## src/rtl/fp_align_ctrl.sv

```systemverilog
// fp_align_ctrl: binary32 operand-alignment controller driving a 24-bit right-shift mantissa register.
// Optional FP_ALIGN_STICKY_EN adds a shadow mantissa that accumulates the shifted-out sticky bit.
module fp_align_ctrl #(
  parameter int MAX_SHIFT = 25
) (
  input  logic        clk,
  input  logic        rst_n,
  input  logic        start,
  input  logic [31:0] a,
  input  logic [31:0] b,
  output logic        busy,
  output logic        done,
  output logic [22:0] sr_data,
  output logic        sr_load,
  output logic        sr_shift,
  output logic        sr_clear,
  output logic [7:0]  exp_out,
  output logic [22:0] big_frac,
  output logic        sign_big,
  output logic        eff_sub,
  output logic        swap,
  output logic        sticky
);
  typedef enum logic [2:0] {S_IDLE, S_CMP, S_LOAD, S_SHIFT, S_DONE} state_t;
  state_t      r_state;
  logic [31:0] r_a, r_b;
  logic [7:0]  r_exp, r_cnt;
  logic [22:0] r_big_frac, r_sr_data;
  logic        r_sign_big, r_eff_sub, r_swap, r_flush;
  // Magnitude order of binary32 equals unsigned order of bits [30:0]; ties keep A as big.
  logic        w_a_big;
  logic [31:0] w_big, w_small;
  logic [7:0]  w_diff;
  logic        w_flush;
  assign w_a_big = r_a[30:0] >= r_b[30:0];
  assign w_big   = w_a_big ? r_a : r_b;
  assign w_small = w_a_big ? r_b : r_a;
  assign w_diff  = w_big[30:23] - w_small[30:23];
  assign w_flush = (w_small[30:23] == 8'd0) || (w_diff >= 8'(MAX_SHIFT));
  always_ff @(posedge clk or negedge rst_n)
    if (!rst_n) begin
      r_state    <= S_IDLE;
      r_a        <= '0;
      r_b        <= '0;
      r_exp      <= '0;
      r_cnt      <= '0;
      r_big_frac <= '0;
      r_sr_data  <= '0;
      r_sign_big <= 1'b0;
      r_eff_sub  <= 1'b0;
      r_swap     <= 1'b0;
      r_flush    <= 1'b0;
    end else
      case (r_state)
        S_IDLE: if (start) begin
          r_a     <= a;
          r_b     <= b;
          r_state <= S_CMP;
        end
        S_CMP: begin
          r_exp      <= w_big[30:23];
          r_big_frac <= w_big[22:0];
          r_sign_big <= w_big[31];
          r_eff_sub  <= r_a[31] ^ r_b[31];
          r_swap     <= !w_a_big;
          r_sr_data  <= w_small[22:0];
          r_cnt      <= w_diff;
          r_flush    <= w_flush;
          r_state    <= S_LOAD;
        end
        S_LOAD:  r_state <= (!r_flush && r_cnt != 8'd0) ? S_SHIFT : S_DONE;
        S_SHIFT: begin
          r_cnt <= r_cnt - 8'd1;
          if (r_cnt == 8'd1) r_state <= S_DONE;
        end
        S_DONE:  r_state <= S_IDLE;
        default: r_state <= S_IDLE;
      endcase
  assign busy     = r_state != S_IDLE;
  assign done     = r_state == S_DONE;
  assign sr_load  = (r_state == S_LOAD) && !r_flush;
  assign sr_clear = (r_state == S_LOAD) && r_flush;
  assign sr_shift = r_state == S_SHIFT;
  assign sr_data  = r_sr_data;
  assign exp_out  = r_exp;
  assign big_frac = r_big_frac;
  assign sign_big = r_sign_big;
  assign eff_sub  = r_eff_sub;
  assign swap     = r_swap;
`ifdef FP_ALIGN_STICKY_EN
  logic [23:0] r_shadow;
  logic        r_sticky, r_small_nz;
  always_ff @(posedge clk or negedge rst_n)
    if (!rst_n) begin
      r_shadow   <= '0;
      r_sticky   <= 1'b0;
      r_small_nz <= 1'b0;
    end else if (r_state == S_CMP) begin
      r_sticky   <= 1'b0;
      r_small_nz <= w_small[30:23] != 8'd0;
    end else if (r_state == S_LOAD) begin
      r_shadow <= {1'b1, r_sr_data};
      if (r_flush) r_sticky <= r_small_nz;
    end else if (r_state == S_SHIFT) begin
      r_sticky <= r_sticky | r_shadow[0];
      r_shadow <= r_shadow >> 1;
    end
  assign sticky = r_sticky;
`else
  assign sticky = 1'b0;
`endif
endmodule

```

## config.mk

```make
export PLATFORM = sky130hd
export DESIGN_NAME = fp_align_ctrl
export DESIGN_NICKNAME = d
export VERILOG_FILES = /design/src/rtl/fp_align_ctrl.sv
export SDC_FILE = /design/constraint.sdc
export NUM_CORES = 1
export LEC_CHECK = 0
export ABC_CLOCK_PERIOD_IN_PS = 3850
export CELL_PAD_IN_SITES_DETAIL_PLACEMENT = 0
export CELL_PAD_IN_SITES_GLOBAL_PLACEMENT = 1
export CORE_MARGIN = 2
export CORE_UTILIZATION = 36
export CTS_CLUSTER_DIAMETER = 150
export DETAILED_ROUTE_END_ITERATION = 8
export HOLD_SLACK_MARGIN = 0.15
export PLACE_DENSITY_LB_ADDON = 0.1
export SKIP_CTS_REPAIR_TIMING = 1
export SLEW_MARGIN = 20
export SYNTH_ARGS = -nofsm -noshare
export SYNTH_HDL_FRONTEND = slang
export SYNTH_SLANG_ARGS = --single-unit
```

## constraint.sdc

```tcl
create_clock -name clk -period 3.85 [get_ports clk]
set_input_delay 0.9625 -clock clk [delete_from_list [all_inputs] [get_ports clk]]
set_output_delay 0.9625 -clock clk [all_outputs]
set_load 0.01 [all_outputs]
```

==> flow_summary.yaml, run 1 <==
status:
  status: "finished, final reports clean"
place:
  placed_cells: 1050
  hpwl_mm: 13.09
  gp_congestion: 0.7906
  numPortBuffers: 128
routing:
  drt_first_pass_iters: 4
  wl_mm: 18.40
  num_vias: 5485
  drt_iter0_drc: 208
  wl_per_cell_um: 16.97
  ant_nets: 0
  drc: 0
  vias_per_cell: 5.060
synth:
  ys_top_cells_by_count: "dfrtp_1, nand2_1, o21ai_0"
  avgSynthCellArea_um2: 9.668
  synth-async-reset-ratio_pct: 100.0
  synth_top_area_share_pct: 49.75
  synthAdderAreaFrac_pct: 6.359
  synth-main-ff-cell: "dfrtp_1"
  ys_ff_latch: 133
  yosysMostFrequentCell: "dfrtp_1"
  ys_seq_area_share_pct: 49.75
  synth_area_mm2: 0.006690
  synth_xor_xnor_area_share_pct: 1.702
  synth_edf_count: 0
  synth_top_family_by_area: "compound AO/OA/AOI/OAI gates"
  synth_nets: 793
  synth_cell_types: 56
  yosys_warnings: 0
  synth_largest_area_cell: "dfrtp_1"
  synthCells: 692
  ys_top_cells_by_area: "dfrtp_1, o21ai_0, ha_1"
  synth-compound-area-share_pct: 15.30
  synthMuxAreaShare_pct: 9.295
  synthSimpleGateAreaFrac_pct: 13.24
cells_and_area:
  diodes: 0
  fin_cells: 1084
  post-route-util_pct: 50.13
  syn_to_final_growth_pct: 35.53
  drive_gt1_share_pct: 15.44
  nets: 943
clocking:
  cts_root_buf: "clkbuf_16"
  clk_path_buf_depth: 2
  clkTransAtPathRegs_ps: 60
  cts_sinks: 133
  htreeDepth: 4
  clock_latency_ps: 430
  cts_tree: "done"
  cts_buffers: 17
hold_path:
  hold_depth: 2
  worstHoldPathType: "flop to flop"
  hp-start: "big_frac[0]"
  hold_end: "big_frac[0]"
setup_path:
  reg2regPathDepth: 15
  reg2reg_to: "r_flush"
  cp-start-kind: "flop"
  r2r_setup_slack_ps: 170
  r2r-start: "r_a[12]"
  worstPathRequired_ps: 4190
  cp_data_arrival_time_ps: 4020
  critical_path_class: "flop to flop"
  crit_fanout: 4
  worst_setup_path_end_kind: "flop"
power:
  powerDensity_mw_per_mm2: 1085
  p_total_w: 0.009835
  vdd_ir_drop_max_mv: 0.5486
  p_leak_nw: 4.042
grt:
  grt_pass1_wl_mm: 29.98
  grt_max_degree: 104
  grt_overflow: 0
  antenna_found_initial: 0
  grt_usage_pct: 19.46
  grt_pass1_vias: 5675
sta:
  finalHoldWorstSlack_ps: 476.5
  finalCritPeriodShare_pct: 95.49
  fin_worst_skew_ps: 11.29
  slew_viol_final: 0
  fmax_mhz: 272.0
  finalSetupViolCount: 0
  rsz0062_at_grt: "yes"
  worst_pin_slew_ps: 966.2
  min_period_ps: 3676
  timing.final.hold_violations: 0
  relSlewSlack_pct: 35.59
run:
  maxCapViolCount: 0
die:
  rows: 49
  boundaryPins: 130
  die_y_um: 140.3
  die_x_um: 140.3
  core_mm2: 0.01809
  die-area_mm2: 0.01969
  initial_core_util_pct: 36.99
-- per-layer routing --
metal,track usage [%],up-vias,share of wire [%]
li1,-,2688,-
met1,25.01,2666,45
met2,31.99,109,49
met3,5.607,22,4.7
met4,5.742,0,1.5
met5,0,-,0
-- kinds of logic after synthesis --
group / after synthesis
flip-flops: 133
XOR/XNOR: 13
other: 1
adder cells (fa/ha/maj): 34
multiplexers: 58
buffers and inverters: 74
AO/OA/AOI/OAI: 175
AND/OR/NAND/NOR: 204
-- flip-flops by register name, summed over array words and instances (netlist names), 3 cells and up --
name      cells
big_frac     23
exp_out       8
r_a          32
r_b          32
r_cnt         8
r_state       3
sr_data      23
-- report_power, final --
part	total, W	switching [W]	internal [W]
clock network	0.00156	0.000662	0.000894
logic	0.00569	0.00310	0.00259
registers	0.00258	0.000496	0.00209
-- worst max path at each step --
| stage | endpoint | slack [ps] | cells after the start | from |
|---|---|---|---|---|
| 5_1_grt | r_flush | -30 | 17 | r_b[27] |
| 2_1_floorplan | r_flush | 230 | 15 | r_a[12] |
| 3_3_place_gp | r_flush | -40 | 17 | r_b[28] |
| 4_1_cts | r_flush | 10 | 16 | r_a[27] |
| 6_report | r_flush | 170 | 15 | r_a[12] |
| 3_5_place_dp | r_flush | 40 | 16 | r_a[18] |
-- placed cells by master (no fill, tap or decap), drive strengths merged, types with 5 or more instances in the layout --
master	count
nand3	5
inv	42
ha	34
nor2	45
nor3	6
mux2	33
nand4	6
nand2	110
dfrtp	133
mux2i	25
buf	40
xor2	8
xnor2	5
clkdlybuf4s50	127
o21ai	104
a211oi	5
a31oi	5
clkinvlp	5
clkbuf	18
nor4	6
a21oi	39
-- stage by stage --
stage               instance area (µm²)  TNS (ps)  setup WS, ps
finish                             9067         0         173.8
floorplan                          6690         0         227.0
CTS                                8977         0         11.12
global placement                   8419    -40.99        -40.99
global route                       9067    -28.51        -28.51
detailed placement                 8419         0         39.59
-- final cells by class --
type,instances,area (µm²)
Fill cell,1678,9019
Sequential cell,133,3328
Multi-Input combinational cell,485,3164
Timing Repair Buffer,167,1588
Clock buffer,18,429.2
Tap cell,229,286.5
Inverter,38,142.6
Clock inverter,14,128.9
-- worst max-delay path: stages, from the launching register on --
cell	delay, ps
dfrtp_1	440
ha_4	270
a211oi_2	200
nor2_1	100
a211o_1	250
o311a_4	410
nor2_4	100
a31oi_2	110
ha_1	200
and2_1	170
or4_4	480
o311ai_2	110
o211ai_2	130
xnor2_1	150
o311a_1	350
a31oi_1	120
No activity file was read; power rests on OpenSTA's default activity.
==> run 2, diff against run 1 <==
--- a/config.mk
+++ b/config.mk
@@ -11,6 +11,7 @@
 export CORE_MARGIN = 2
 export CORE_UTILIZATION = 36
 export CTS_CLUSTER_DIAMETER = 150
+export CTS_CLUSTER_SIZE = 10
 export DETAILED_ROUTE_END_ITERATION = 8
 export HOLD_SLACK_MARGIN = 0.15
 export PLACE_DENSITY_LB_ADDON = 0.1
==> results of run 2 <==
Same layout as run 1: the final DEF is identical, and so are final timing and power.
==> run 3, diff against run 2 <==
--- a/config.mk
+++ b/config.mk
@@ -5,11 +5,12 @@
 export SDC_FILE = /design/constraint.sdc
 export NUM_CORES = 1
 export LEC_CHECK = 0
-export ABC_CLOCK_PERIOD_IN_PS = 3850
+export ABC_AREA = 1
+export ABC_CLOCK_PERIOD_IN_PS = 4630
 export CELL_PAD_IN_SITES_DETAIL_PLACEMENT = 0
 export CELL_PAD_IN_SITES_GLOBAL_PLACEMENT = 1
 export CORE_MARGIN = 2
-export CORE_UTILIZATION = 36
+export CORE_UTILIZATION = 41
 export CTS_CLUSTER_DIAMETER = 150
 export CTS_CLUSTER_SIZE = 10
 export DETAILED_ROUTE_END_ITERATION = 8
==> constraint.sdc (replaced) <==
create_clock -name clk -period 4.63 [get_ports clk]
set_input_delay 1.1575 -clock clk [delete_from_list [all_inputs] [get_ports clk]]
set_output_delay 1.1575 -clock clk [all_outputs]
set_load 0.01 [all_outputs]
==> flow_summary.yaml, run 3 <==
routing:
  drt_first_pass_iters: 4
  drt_iter0_drc: 354
  vias_per_cell: 4.820
  wl_per_cell_um: 14.08
  ant_nets: 0
  num_vias: 5987
  wl_mm: 17.48
  drc: 0
die:
  boundaryPins: 130
  die_x_um: 134.4
  initial_core_util_pct: 42.03
  die-area_mm2: 0.01806
  rows: 47
  die_y_um: 134.4
  core_mm2: 0.01658
power:
  swShare_pct: 45.02
  vdd_ir_drop_max_mv: 0.3788
  p_total_w: 0.007789
  pwr-share-comb_pct: 54.3
  powerDensity_mw_per_mm2: 861.6
  power_frac_clock_pct: 18.6
  p_seq_share_pct: 27.1
  p_leak_nw: 4.559
  power_switching_w: 0.003506
  cellInternalPower_w: 0.004282
sta:
  rsz0062_at_grt: "no"
  worst_pin_slew_ps: 1042
  fin_setup_tns_ps: 0
  fin_worst_skew_ps: 10.50
  finalSetupViolCount: 0
  slew_viol_final: 0
  finalCritPeriodShare_pct: 75.70
  relSlewSlack_pct: 30.51
  worst_slack_ps: 1125
  fmax_mhz: 285.3
  timing.final.hold_violations: 0
  min_period_ps: 3505
synth:
  ys_top_cells_by_count: "nand2_1, dfrtp_1, a21oi_1"
  synthAdderAreaFrac_pct: 6.104
  synthCells: 895
  synth_edf_count: 0
  synth-main-ff-cell: "dfrtp_1"
  synthMuxAreaShare_pct: 0.3232
  ys_ff_latch: 133
  ys_top_cells_by_area: "dfrtp_1, nand2_1, a21oi_1"
  synth-async-reset-ratio_pct: 100.0
  ys_seq_area_share_pct: 47.76
  avgSynthCellArea_um2: 7.787
  synth_xor_xnor_area_share_pct: 0.6284
  synth_top_family_by_area: "simple AND/OR/NAND/NOR gates"
  yosysMostFrequentCell: "nand2_1"
  synth-compound-area-share_pct: 14.51
  synthSimpleGateAreaFrac_pct: 22.48
  synth_area_mm2: 0.006969
  yosys_warnings: 0
  synth_largest_area_cell: "dfrtp_1"
  synth_top_area_share_pct: 47.76
  synth_nets: 996
  synth_cell_types: 36
clocking:
  cts_tree: "done"
  cts_sinks: 133
  cts_buffers: 17
  clock_latency_ps: 420
  clk_path_buf_depth: 2
  clkTransAtPathRegs_ps: 60
  cts_root_buf: "clkbuf_16"
  htreeDepth: 4
setup_path:
  worst_path_max_delay_cell: "buf_4"
  critical_path_class: "flop to flop"
  crit_fanout: 97
  r2r-start: "r_b[14]"
  cp-startpoint: "r_b[14]"
  crit_buf_inv: 3
  worstPathRequired_ps: 4940
  cp-start-kind: "flop"
  critical_path.top_delay_family: "simple AND/OR/NAND/NOR gates"
  cp_cell_sequence: "inv_1 -> ha_1 -> nand2_1 -> nor2_1 -> nand2_1 -> nor2_1 -> nor2_1 -> nand2_1 -> nand2_2 -> nand2_4 -> buf_4 -> nand2_1 -> o21ai_0 -> nor2_1 -> nand4_1 -> nand3_1 -> nor2_1 -> nand3_1 -> nand2_1 -> inv_1"
  cp_data_arrival_time_ps: 3820
  worst_setup_path_end_kind: "flop"
  r2r_setup_slack_ps: 1120
  crit_path_max_incr_delay_ps: 710
place:
  post-place-ws_ps: 1131
  hpwl_mm: 12.15
  gp_congestion: 0.8708
  numPortBuffers: 128
grt:
  grt_pass1_wl_mm: 29.27
  grt_overflow: 0
  antenna_found_initial: 0
  grt_pass1_vias: 5908
  grt_max_degree: 99
  grt_usage_pct: 20.39
cells_and_area:
  drive_gt1_share_pct: 6.360
  diodes: 0
  syn_to_final_growth_pct: 29.71
  regArea_mm2: 0.003328
  layout_common_cells: "nand2_1, dfrtp_1, a21oi_1, clkdlybuf4s50_1, nor2_1"
  reg_top3: "r_a: 32 flops, r_b: 32 flops"
  multiInputGateArea_mm2: 0.003085
  final_common_cell: "nand2_1"
  nets: 1110
  fill_cells: 1642
hold_path:
  worstHoldPathType: "flop to flop"
  hp-start: "exp_out[4]"
status:
  status: "finished, final reports clean"
run:
  maxCapViolCount: 0
run 3: cell count changes in the layout (fill, tap and decap cells not counted), moves of 29 or more:
cell and change:
nor2_1 +58, buf_4 -29, o21ai_0 -44, nand2_1 +119, mux2_2 -31, a21oi_1 +90
inv_1 +63
run 3: final timing paths:
| kind | to | cells after the start |
|---|---|---|
| worst max register to register | r_flush | 20 |
| min in group asynchronous | exp_out[5] | 1 |
| worst min-delay path | exp_out[4] | 2 |
| max in group asynchronous | sign_big | 2 |
| worst min register to register | exp_out[4] | 2 |
| worst max-delay path | r_flush | 20 |
run 3: tightest hold or removal path: cells and delay by family, from the launching register on:
| family | cells | cell delay, ps |
|---|---|---|
| DFF | 1 | 340 |
| and+or+nand+nor | 2 | 100 |
run 3: cells by family (layout without fill, tap and decap cells):
family	after synthesis	count (layout)
compound gates	197	197
flops	133	133
xor+xnor	5	5
buf+inv	141	268
mux	2	2
simple gates	382	382
other cells	1	1
fa+ha+maj	34	34
run 3: area by class of cell:
class	count	share of cell area, %
repair buffers	137	14.93
clock buffers	18	4.747
well taps	220	3.045
multi-input cells	621	34.13
flip-flops and latches	133	36.82
inverters	99	4.125
clock inverters	14	2.201
run 3: layer usage:
metal	wire [µm]	GRT usage [%]	vias up	part of all wire [%]
met5	0	0	-	0
met4	259	6.959	0	1.5
met3	695	4.989	19	4.0
met2	8212	32.23	105	47
met1	8316	27.50	2761	48
li1	-	-	3102	-
run 3: per-stage QoR:
| stage | cells | hold WS [ps] | utilization (%) | cell area (µm²) |
|---|---|---|---|---|
| after floorplan | 895 | 475.3 | - | 6969 |
| after global placement | 1210 | 462.5 | 50.72 | 8412 |
| after detailed placement | 1210 | 465.0 | 50.72 | 8412 |
| after CTS | 1242 | 480.8 | 54.51 | 9040 |
| after global routing | 1242 | 499.7 | 54.51 | 9040 |
| final | 1242 | 476.4 | 54.51 | 9040 |
run 3: power groups by stage:
stage / clock [W] / combinational, W / sequential, W
floorplan: 0 / 0.00280 / 0.00217
global placement: 0 / 0.00426 / 0.00212
detailed placement: 0 / 0.00424 / 0.00212
CTS: 0.00148 / 0.00427 / 0.00211
global route: 0.00153 / 0.00483 / 0.00218
finish: 0.00145 / 0.00423 / 0.00211
